==> config.mk <==
export PLATFORM = sky130hd
export DESIGN_NAME = aes_stream_bridge
export DESIGN_NICKNAME = d
export VERILOG_FILES = /design/src/rtl/aes_stream_bridge.sv
export SDC_FILE = /design/constraint.sdc
export NUM_CORES = 1
export LEC_CHECK = 0
export ABC_CLOCK_PERIOD_IN_PS = 1840
export BUFFER_PORTS_ARGS = -buffer_cell sky130_fd_sc_hd__clkbuf_2
export CAP_MARGIN = 40
export CORE_MARGIN = 1.5
export CORE_UTILIZATION = 47
export CTS_BUF_LIST = sky130_fd_sc_hd__clkbuf_8
export DETAILED_ROUTE_END_ITERATION = 8
export GPL_TIMING_DRIVEN = 0
export MAX_ROUTING_LAYER = met4
export PLACE_DENSITY = 0.76
export SLEW_MARGIN = 20
export SYNTH_ARGS = -nofsm -noshare
export SYNTH_HDL_FRONTEND = slang
export SYNTH_SLANG_ARGS = --single-unit
export TNS_END_PERCENT = 10
==> constraint.sdc <==
create_clock -name i_clk -period 1.84 [get_ports i_clk]
set_input_delay 0.276 -clock i_clk [delete_from_list [all_inputs] [get_ports i_clk]]
set_output_delay 0.276 -clock i_clk [all_outputs]
set_load 0.005 [all_outputs]
==> src/rtl/aes_stream_bridge.sv <==
// Host-side bridge to the AES FIFO wrapper: 128-bit blocks <-> four 32-bit FIFO words, flush and block counters.
// TX: accept -> 4 writes (N+1..N+4), stalls on almost-full; RX: rx_valid 5 cycles after first read, holds until rx_ready.
module aes_stream_bridge #(
    parameter int CNT_W = 16
) (
    input  logic               i_clk,
    input  logic               i_rst_n,
    input  logic               i_flush,
    output logic               o_rst_control,
    input  logic               i_tx_valid,
    input  logic [127:0]       i_tx_block,
    output logic               o_tx_ready,
    output logic               o_write_fifoIn,
    output logic [31:0]        o_data_fifoIn,
    input  logic               i_full_fifoIn,
    output logic               o_read_fifoOut,
    input  logic               i_empty_fifoOut,
    input  logic [31:0]        i_q_fifoOut,
    output logic               o_rx_valid,
    output logic [127:0]       o_rx_block,
    input  logic               i_rx_ready,
    output logic [CNT_W-1:0]   o_tx_count,
    output logic [CNT_W-1:0]   o_rx_count,
    output logic               o_busy
);

    typedef enum logic {TX_IDLE, TX_SEND} tx_state_t;
    typedef enum logic {RX_FILL, RX_HOLD} rx_state_t;

    tx_state_t    tx_state, tx_state_nxt;
    logic [127:0] tx_shift;
    logic [1:0]   tx_idx;
    logic         tx_accept;
    logic         tx_write;

    rx_state_t    rx_state, rx_state_nxt;
    logic [2:0]   rx_issued;
    logic [2:0]   rx_captured;
    logic         rd_pend;
    logic         rx_read;
    logic         rx_take;

    // Flush masks every handshake in its own cycle so nothing leaks past the soft reset.
    always_comb begin
        tx_state_nxt = tx_state;
        o_tx_ready   = (tx_state == TX_IDLE) && !i_flush;
        tx_accept    = i_tx_valid && o_tx_ready;
        tx_write     = (tx_state == TX_SEND) && !i_full_fifoIn && !i_flush;
        if (i_flush) begin
            tx_state_nxt = TX_IDLE;
        end else begin
            case (tx_state)
                TX_IDLE: if (tx_accept) tx_state_nxt = TX_SEND;
                TX_SEND: if (tx_write && tx_idx == 2'd3) tx_state_nxt = TX_IDLE;
                default: tx_state_nxt = TX_IDLE;
            endcase
        end
    end

    assign o_write_fifoIn = tx_write;
    assign o_data_fifoIn  = tx_shift[127:96];

    always_ff @(posedge i_clk or negedge i_rst_n) begin
        if (!i_rst_n) begin
            tx_state   <= TX_IDLE;
            tx_shift   <= '0;
            tx_idx     <= '0;
            o_tx_count <= '0;
        end else begin
            tx_state <= tx_state_nxt;
            if (i_flush) begin
                tx_idx     <= '0;
                o_tx_count <= '0;
            end else if (tx_accept) begin
                tx_shift <= i_tx_block;
                tx_idx   <= '0;
            end else if (tx_write) begin
                tx_shift <= {tx_shift[95:0], 32'h0};
                tx_idx   <= tx_idx + 2'd1;
                if (tx_idx == 2'd3) o_tx_count <= o_tx_count + CNT_W'(1);
            end
        end
    end

    always_comb begin
        rx_state_nxt   = rx_state;
        rx_read        = (rx_state == RX_FILL) && !i_empty_fifoOut && (rx_issued < 3'd4) && !i_flush;
        rx_take        = (rx_state == RX_HOLD) && i_rx_ready && !i_flush;
        if (i_flush) begin
            rx_state_nxt = RX_FILL;
        end else begin
            case (rx_state)
                RX_FILL: if (rd_pend && rx_captured == 3'd3) rx_state_nxt = RX_HOLD;
                RX_HOLD: if (rx_take) rx_state_nxt = RX_FILL;
                default: rx_state_nxt = RX_FILL;
            endcase
        end
    end

    assign o_read_fifoOut = rx_read;
    assign o_rx_valid     = (rx_state == RX_HOLD);

    // FIFO data lags the read by one cycle; rd_pend marks the cycle it is on the bus.
    always_ff @(posedge i_clk or negedge i_rst_n) begin
        if (!i_rst_n) begin
            rx_state    <= RX_FILL;
            rx_issued   <= '0;
            rx_captured <= '0;
            rd_pend     <= 1'b0;
            o_rx_block  <= '0;
            o_rx_count  <= '0;
        end else begin
            rx_state <= rx_state_nxt;
            if (i_flush) begin
                rx_issued   <= '0;
                rx_captured <= '0;
                rd_pend     <= 1'b0;
                o_rx_count  <= '0;
            end else begin
                rd_pend <= rx_read;
                if (rx_read) rx_issued <= rx_issued + 3'd1;
                if (rd_pend) begin
                    o_rx_block  <= {o_rx_block[95:0], i_q_fifoOut};
                    rx_captured <= rx_captured + 3'd1;
                end
                if (rx_take) begin
                    rx_issued   <= '0;
                    rx_captured <= '0;
                    o_rx_count  <= o_rx_count + CNT_W'(1);
                end
            end
        end
    end

    always_ff @(posedge i_clk or negedge i_rst_n) begin
        if (!i_rst_n) begin
            o_rst_control <= 1'b0;
            o_busy        <= 1'b0;
        end else begin
            o_rst_control <= i_flush;
            o_busy        <= (tx_state != TX_IDLE) || (rx_captured != 3'd0);
        end
    end

endmodule
* After elaboration in Yosys (flattened, before gate mapping)
Cells that the tools add are included.
W data, S select, Z words.
** Word-level totals
- Register bits :: 301
- Bits of input ports :: 167
- Output and inout bits :: 198
- Word-level logic and storage cells :: 76
** Operators by class
- $add $sub $neg :: 5
- $lt $le $gt $ge :: 1
- Equality and inequality tests :: 3
- Multiplexer cells :: 26
- Bitwise operators :: 3
- Reduce and logical (&&, ||, !) cells :: 26
** Operators by type and width (number)
- $mux W128 :: 2
- $mux W16 :: 6
- $add A16 B1 Y16 const B :: 2
- $mux W3 :: 6
- $reduce_bool A3 Y1 :: 4
- $logic_and A1 B1 Y1 :: 11
- $reduce_bool A2 Y1 :: 4
- $mux W1 :: 7
- $add A3 B1 Y3 const B :: 2
- $mux W2 :: 3
- $pmux W1 S2 :: 2
- $reduce_and A2 Y1 :: 2
- $eq A3 B2 Y1 const B :: 1
- $logic_not A1 Y1 :: 3
- $lt A3 B3 Y1 const B :: 1
- $not A1 Y1 :: 3
- $reduce_and A3 Y1 :: 1
- $add A2 B1 Y2 const B :: 1
- $eq A2 B2 Y1 const B :: 1
- $ne A2 B2 Y1 const B :: 1
- $logic_or A1 B1 Y1 :: 1

* Logic depth before layout (Yosys ltp)
Gate-level depths: netlist of the first run.
- Depth in word-level cells :: 7
- Mapped depth :: 9
- Depth with buffers taken out :: 5

* Least setup slack after synthesis of the first run
Ideal clock, no wire load.
- Path kind :: reg-to-reg
- From :: register tx_state
- To :: register tx_shift[121]
- Setup time :: 0.130 ns
- Data arrival time :: 1.497 ns
- Data required time :: 1.710 ns
- Slack :: 0.213 ns
- Stages on the path, launching flop included :: 8
- Path buffers :: 4
- Period minus slack after synthesis :: 1.627 ns
- Cells stage by stage :: dfrtp_1 buf_4 or3b_2 clkbuf_1 buf_2 buf_2 nor2_1 a31oi_1
** Between the ends
- Word-level cells in the longest chain between the ends :: 5
- Elaborated cells between the ends (all ways) :: 8
- Classes of those cells :: 1 x mux; 1 x bitwise; 6 x reduce/logical
** RTL lines
- start, declared :: line 30 : tx_state_t tx_state, tx_state_nxt;
- start signal, assigned :: line 70 : tx_state <= tx_state_nxt;
- $not A1 Y1 :: line 46 : o_tx_ready = (tx_state == TX_IDLE) && !i_flush;
- $logic_and A1 B1 Y1 :: line 46
- $logic_and A1 B1 Y1 :: line 47 : tx_accept = i_tx_valid && o_tx_ready;
- $reduce_bool A2 Y1 (no source line)
- $reduce_and A2 Y1 (no source line)
- end signal, assigned :: line 75 : tx_shift <= i_tx_block;
- end signal, assigned :: line 78 : tx_shift <= {tx_shift[95:0], 32'h0};
- end, declared :: line 31 : logic [127:0] tx_shift;
Several ways; a longest one is shown, not always the timed one.
A chain may end at the register's enable or synchronous reset.

* Worst setup path after layout of the first run
- From :: register tx_state
- To :: output o_write_fifoIn
** Between the ends
- Word-level cells in the longest chain between the ends :: 2
** RTL lines
- $logic_and A1 B1 Y1 (2 in series) :: line 48 : tx_write = (tx_state == TX_SEND) && !i_full_fifoIn && !i_flush;
- end, declared :: line 13 : output logic o_write_fifoIn,
No other way between the ends.

==> results.yml, run 1 <==
sta:
  finalClockSkew_ns: 0.0393
  finalSetupViolCount: 5
  fmax_mhz: 509
  period_needed_ns: 1.97
  maxSlewViolCount: 0
  worst_pin_slew_ns: 0.773
  fin_ws_ns: -0.126
  fin_tns_setup_ns: -0.258
  finalHoldViolations: 0
  finalCritPeriodShare: 1.07
  holdWs_ns: 0.0558
  rsz0062_at_grt: "true"
  maxSlewHeadroom: 0.485
yosys:
  synth-main-ff-cell: "dfrtp_1"
  synthTopCellsByCount: "dfrtp_1, nand2_1, mux2_2"
  ys_async_sr_fraction: 1.00
  synth_seq_cells: 301
  yosysTopAreaCellShare: 0.596
  ys_seq_area_frac: 0.596
  synthTopCellsByArea: "dfrtp_1, mux2_2, nand2_1"
  netlist_instances: 1084
  synth_edf_count: 0
  synth.distinct_cells: 47
  synth_nets: 1258
  yosysTopAreaCell: "dfrtp_1"
  syn_avg_cell_area_um2: 11.7
  ys_warn_count: 0
  synth.most_common_cell: "dfrtp_1"
  syn_area_um2: 12600
outcome:
  status: "finished with violations"
  violations: "negative setup slack"
routing:
  dr.max_layer_used: "met4"
  dr.pass1.iters: 5
  wl_per_cell_um: 19.8
  drtAntennaViolNets: 0
  totalWireLength_um: 40600
  met2_length_um: 20400
  route.vias.total: 11200
  drt_iter0_drc: 822
  vias_per_cell: 5.50
  post-route-drc-count: 0
  wl_met1_um: 15400
  wl_met3_um: 3230
clock_tree:
  cts_sinks: 301
  max-clock-path-buffers: 3
  cts_root_buf: "clkbuf_8"
  path_clk_slew_ns: 0.06
  numCtsBuffers: 50
  htree_levels: 2
  cts_tree: "built"
  clk_latency_ns: 0.59
critical_path:
  start_kind: "flop"
  cp.required_ns: 1.56
  crit_arrival_ns: 1.69
  crit_fanout: 2
  crit_path_end_kind: "primary output"
  crit_type: "reg2out"
placement:
  dp_hpwl_um: 25800
  io_buffers: 364
  place.gp.congestion: 0.888
power_and_ir_drop:
  cell_internal_pwr_w: 0.0142
  pwr-share-seq: 0.469
  pwr-share-comb: 0.228
  design_power_total_w: 0.0201
  p_sw_w: 0.00592
  vdd_drop_max_v: 0.000639
  p_clk_frac: 0.303
  power.density_nw_per_um2: 1130
  leakagePower_nw: 8.79
  switching_share: 0.294
grt:
  grt_pass1_vias: 11600
  grt_usage: 0.300
  grt-ovfl-total: 0
  grt_max_degree: 88
  antenna_found_initial: 4
  grt_first_pass_wirelength_um: 63600
finish:
  multi_input_area_um2: 4430
  syn_to_final_growth_pct: 41.1
  fin_nets: 1843
  register_area_um2: 7530
  layout-drive-gt1-share: 0.402
  fillers: 1771
min_path:
  hold_class: "in2reg"
run:
  drv_cap: 0
floorplanning:
  die_area_um2: 27900
  die_h_um: 167
  fp.dieW_um: 167
  ios: 365
  initial_core_util: 0.482
  coreArea_um2: 26200
  placementRows: 59
[power by group through the flow]
stage | combinational, W | sequential, W | clock (W)
final | 0.00458 | 0.00945 | 0.00610
after global routing | 0.00494 | 0.00962 | 0.00649
after CTS | 0.00447 | 0.00937 | 0.00616
after detailed placement | 0.00415 | 0.00948 | 0
after global placement | 0.00401 | 0.00941 | 0
after floorplan | 0.00195 | 0.00926 | 0
[cells in the final DEF, fill, tap and decap left out, types with 3 or more instances in the layout]
cell type,netlist,final
or3_1,6,6
a31oi_1,63,63
clkinv_2,1,6
clkbuf_1,25,11
clkbuf_4,0,4
clkbuf_8,0,65
o21ai_0,11,11
o211ai_1,3,3
a22oi_1,30,30
and2_1,6,6
ha_1,7,7
buf_6,1,4
o2111ai_1,3,3
clkbuf_2,0,372
nor3_1,3,3
clkinvlp_4,0,3
dfrtp_1,301,299
nand2_1,187,186
nor2_1,108,106
nor2_2,1,3
mux2_2,129,129
diode_2,0,4
xnor2_1,4,4
nand4_1,8,8
and4_1,5,5
a21oi_1,12,10
a22o_1,32,32
o31ai_1,4,4
buf_2,32,14
dlygate4sd3_1,0,161
nand3_1,5,5
or4_1,4,3
xor2_1,19,19
buf_12,8,8
buf_16,0,3
inv_1,4,17
buf_4,35,54
o22ai_1,7,6
[sequential cells by signal, summed over array words and instances, names as in the netlist]
signal         count
o_busy             1
rx_issued          3
rx_captured        3
o_rx_block       128
tx_idx             2
rd_pend            1
o_tx_count        16
tx_shift         128
o_rx_count        16
o_rst_control      1
o_rx_valid         1
tx_state           1
[worst max-delay path, cell delays in order (launching register included)]
cell	delay [ns]
dfrtp_1	0.37
or3b_4	0.43
clkinv_4	0.07
buf_12	0.10
buf_8	0.09
buf_6	0.08
[per-layer routing]
layer / vias up / GRT usage
li1: 4933 / -
met1: 5517 / 0.352
met3: 129 / 0.0577
met4: 0 / 0.127
met5: - / -
met2: 660 / 0.505
[final timing paths]
check	depth (start not counted)	end	slack, ns	start
setup / recovery	5	o_write_fifoIn	-0.13	tx_state
hold / removal	3	rx_issued[2]	0.06	i_rx_ready
setup reg to reg	7	tx_shift[69]	-0.06	tx_state
hold reg to reg	2	tx_shift[123]	0.48	tx_shift[123]
max in group asynchronous	4	tx_shift[119]	0.35	i_rst_n
min in group asynchronous	2	o_rx_block[24]	0.31	i_rst_n
[final cells by class]
type | instances | share of cell area
antenna | 4 | 0.000562
multi-input combinational | 675 | 0.248
clock inverter | 25 | 0.00955
sequential | 301 | 0.423
tap | 335 | 0.0235
timing repair buffer | 536 | 0.201
inverter | 5 | 0.00133
buffer | 100 | 0.0431
clock buffer | 64 | 0.0494
[logic make-up after synthesis]
group | after synthesis | synth area share
compound gates | 168 | 0.0922
xor+xnor | 23 | 0.0159
fa+ha+maj | 7 | 0.00693
buf+inv | 108 | 0.0567
flops | 301 | 0.596
mux | 131 | 0.117
simple gates | 346 | 0.115
[per-stage QoR]
step / utilization / cells / instance area [µm²] / worst slack [ns]
2_1_floorplan: - / 1084 / 12600 / 0.213
3_3_place_gp: 0.567 / 1783 / 14900 / -5.82
3_5_place_dp: 0.571 / 1786 / 15000 / -0.340
4_1_cts: 0.678 / 2043 / 17800 / -0.299
5_1_grt: 0.680 / 2045 / 17800 / -0.207
6_report: 0.680 / 2045 / 17800 / -0.126
[what timing repair did]
item | CTS | global route
hold buffers | 161 | 0
resized for setup | 33 | 32
endpoints found under the hold margin | 216 | 0
buffers inserted | 8 | 0
setup endpoints to repair | 236 | 255
pin swaps | 1 | 1
No activity file was read; power rests on OpenSTA's default activity.
==> run 2, diff against run 1 <==
--- a/config.mk
+++ b/config.mk
@@ -5,7 +5,7 @@
 export SDC_FILE = /design/constraint.sdc
 export NUM_CORES = 1
 export LEC_CHECK = 0
-export ABC_CLOCK_PERIOD_IN_PS = 1840
+export ABC_CLOCK_PERIOD_IN_PS = 1700
 export BUFFER_PORTS_ARGS = -buffer_cell sky130_fd_sc_hd__clkbuf_2
 export CAP_MARGIN = 40
 export CORE_MARGIN = 1.5
@@ -14,7 +14,7 @@
 export DETAILED_ROUTE_END_ITERATION = 8
 export GPL_TIMING_DRIVEN = 0
 export MAX_ROUTING_LAYER = met4
-export PLACE_DENSITY = 0.76
+export PLACE_DENSITY = 0.79
 export SLEW_MARGIN = 20
 export SYNTH_ARGS = -nofsm -noshare
 export SYNTH_HDL_FRONTEND = slang
==> constraint.sdc (replaced) <==
create_clock -name i_clk -period 1.7 [get_ports i_clk]
set_input_delay 0.255 -clock i_clk [delete_from_list [all_inputs] [get_ports i_clk]]
set_output_delay 0.255 -clock i_clk [all_outputs]
set_load 0.005 [all_outputs]
==> run 2 against run 1 <==
The run still ends with negative setup slack left. Clock power up 6.6%. First-iteration DRC count up 52%. Critical path depth unchanged. Die area unchanged. Via count up 6.5%. Power up 11%. Core utilization up 3.1 points. Global-route usage up 2.6 points. Clock skew down 0.0081 ns. Highest routed layer unchanged.
==> results.yml, run 2 (synthesis gave the netlist of run 1 again) <==
power_and_ir_drop:
  pwr-share-comb: 0.244
  pwr-share-seq: 0.466
  leakagePower_nw: 9.02
  cell_internal_pwr_w: 0.0154
  p_sw_w: 0.00697
  design_power_total_w: 0.0224
  p_clk_frac: 0.290
  power.density_nw_per_um2: 1200
  vdd_drop_max_v: 0.000692
  switching_share: 0.311
clock_tree:
  path_clk_slew_ns: 0.06
  cts_root_buf: "clkbuf_8"
  clk_latency_ns: 0.57
  numCtsBuffers: 48
  max-clock-path-buffers: 3
  cts_tree: "built"
  cts_sinks: 301
  htree_levels: 2
critical_path:
  crit_arrival_ns: 1.70
  crit_start: "tx_state"
  r2r-start: "tx_state"
  crit_fanout: 2
  cp.required_ns: 1.44
  crit_type: "reg2out"
  crit_path_end_kind: "primary output"
  start_kind: "flop"
finish:
  fin_nets: 1856
  largestRegisters: "o_rx_block: 128 flops, tx_shift: 128 flops"
  final_area_um2: 18600
  stdcell_count: 2051
  final_core_util: 0.711
  layout_commonest_cell: "clkbuf_2"
  multi_input_area_um2: 4850
  register_area_um2: 7540
  syn_to_final_growth_pct: 47.5
  layout_common_cells: "clkbuf_2, dfrtp_1, nand2_1"
  layout-drive-gt1-share: 0.451
  fillers: 1606
sta:
  finalClockSkew_ns: 0.0312
  finalCritPeriodShare: 1.15
  period_needed_ns: 1.96
  finalSetupViolCount: 88
  maxSlewHeadroom: 0.574
  worst_pin_slew_ns: 0.639
  fmax_mhz: 511
  maxSlewViolCount: 0
  fin_tns_setup_ns: -6.41
  rsz0062_at_grt: "true"
  finalHoldViolations: 0
  fin_ws_ns: -0.258
routing:
  wl_met1_um: 16500
  wl_per_cell_um: 23.4
  drtAntennaViolNets: 0
  vias_per_cell: 5.83
  post-route-drc-count: 0
  dr.pass1.iters: 5
  dr.max_layer_used: "met4"
  wl_met3_um: 4430
  totalWireLength_um: 48100
  route.vias.total: 12000
  met2_length_um: 23300
  drt_iter0_drc: 1247
run:
  drv_cap: 0
placement:
  place_area_um2: 15000
  dp_hpwl_um: 26200
  io_buffers: 364
  place_inst: 1786
  place.gp.congestion: 0.879
grt:
  antenna_found_initial: 1
  grt_first_pass_wirelength_um: 68500
  grt_max_degree: 93
  grt_pass1_vias: 12400
  grt_usage: 0.326
  grt-ovfl-total: 0
outcome:
  status: "finished with violations"
  violations: "negative setup slack"
floorplanning:
  placementRows: 59
  initial_core_util: 0.482
  fp.dieW_um: 167
  die_area_um2: 27900
  ios: 365
  coreArea_um2: 26200
  die_h_um: 167
min_path:
  hp-start: "i_rx_ready"
  hold_class: "in2reg"
## run 2: changes by cell type in the layout (fill, tap and decap cells not counted), moves of 6 or more
cell,before,now
a22oi_1,30,14
a22oi_2,0,16
a31oi_1,63,46
a31oi_2,0,10
a31oi_4,0,7
buf_2,14,5
buf_6,4,14
clkbuf_2,372,366
nand2_1,186,174
nand2_2,1,11
nor2_1,106,82
nor2_2,3,21
nor2_4,0,6
## run 2: worst paths after layout
kind	to	slack (ns)	depth (start not counted)
setup / recovery	o_write_fifoIn	-0.26	5
hold / removal	rx_issued[2]	0.05	3
setup reg to reg	tx_shift[53]	-0.21	9
hold reg to reg	tx_shift[123]	0.47	2
max in group asynchronous	tx_shift[89]	0.27	4
min in group asynchronous	o_rx_block[17]	0.28	2
## run 2: area by class of cell
type	instances	share of cell area
antenna	1	0.000134
buffer	98	0.0475
clock buffer	62	0.0458
clock inverter	21	0.00752
inverter	5	0.00128
multi-input combinational	675	0.261
sequential	301	0.405
tap	335	0.0225
timing repair buffer	553	0.210
## run 2: worst max-delay path, stage by stage (launching register included)
cell and delay (ns):
dfrtp_1 0.37, or3b_4 0.44, clkinv_4 0.08, buf_12 0.10, buf_8 0.09, buf_6 0.08
## run 2: power by group through the flow
stage	clock network, W	registers (W)	logic (W)
after floorplan	0	0.0100	0.00211
after global placement	0	0.0102	0.00436
after detailed placement	0	0.0103	0.00451
after CTS	0.00645	0.0102	0.00498
after global routing	0.00686	0.0106	0.00575
final	0.00650	0.0104	0.00546
## run 2: repair_timing
| item | in CTS | in global routing |
|---|---|---|
| buffers inserted | 10 | 8 |
| pin swaps | 13 | 49 |
| setup endpoints to repair | 259 | 258 |
| cloned | 2 | 4 |
| hold endpoints to repair | 229 | 0 |
| gates resized for setup | 123 | 106 |
| hold buffers | 163 | 0 |
## run 2: routing by layer
layer	track usage	up-vias
met2	0.549	941
met1	0.355	5736
met4	0.190	0
li1	-	4945
met5	-	-
met3	0.0713	343
## run 2: metrics by stage
stage	hold slack, ns	worst slack, ns
floorplan	-0.0406	0.0732
global placement	0.456	-5.86
detailed placement	0.292	-0.426
CTS	0.0141	-0.431
global route	0.0547	-0.312
finish	0.0460	-0.258
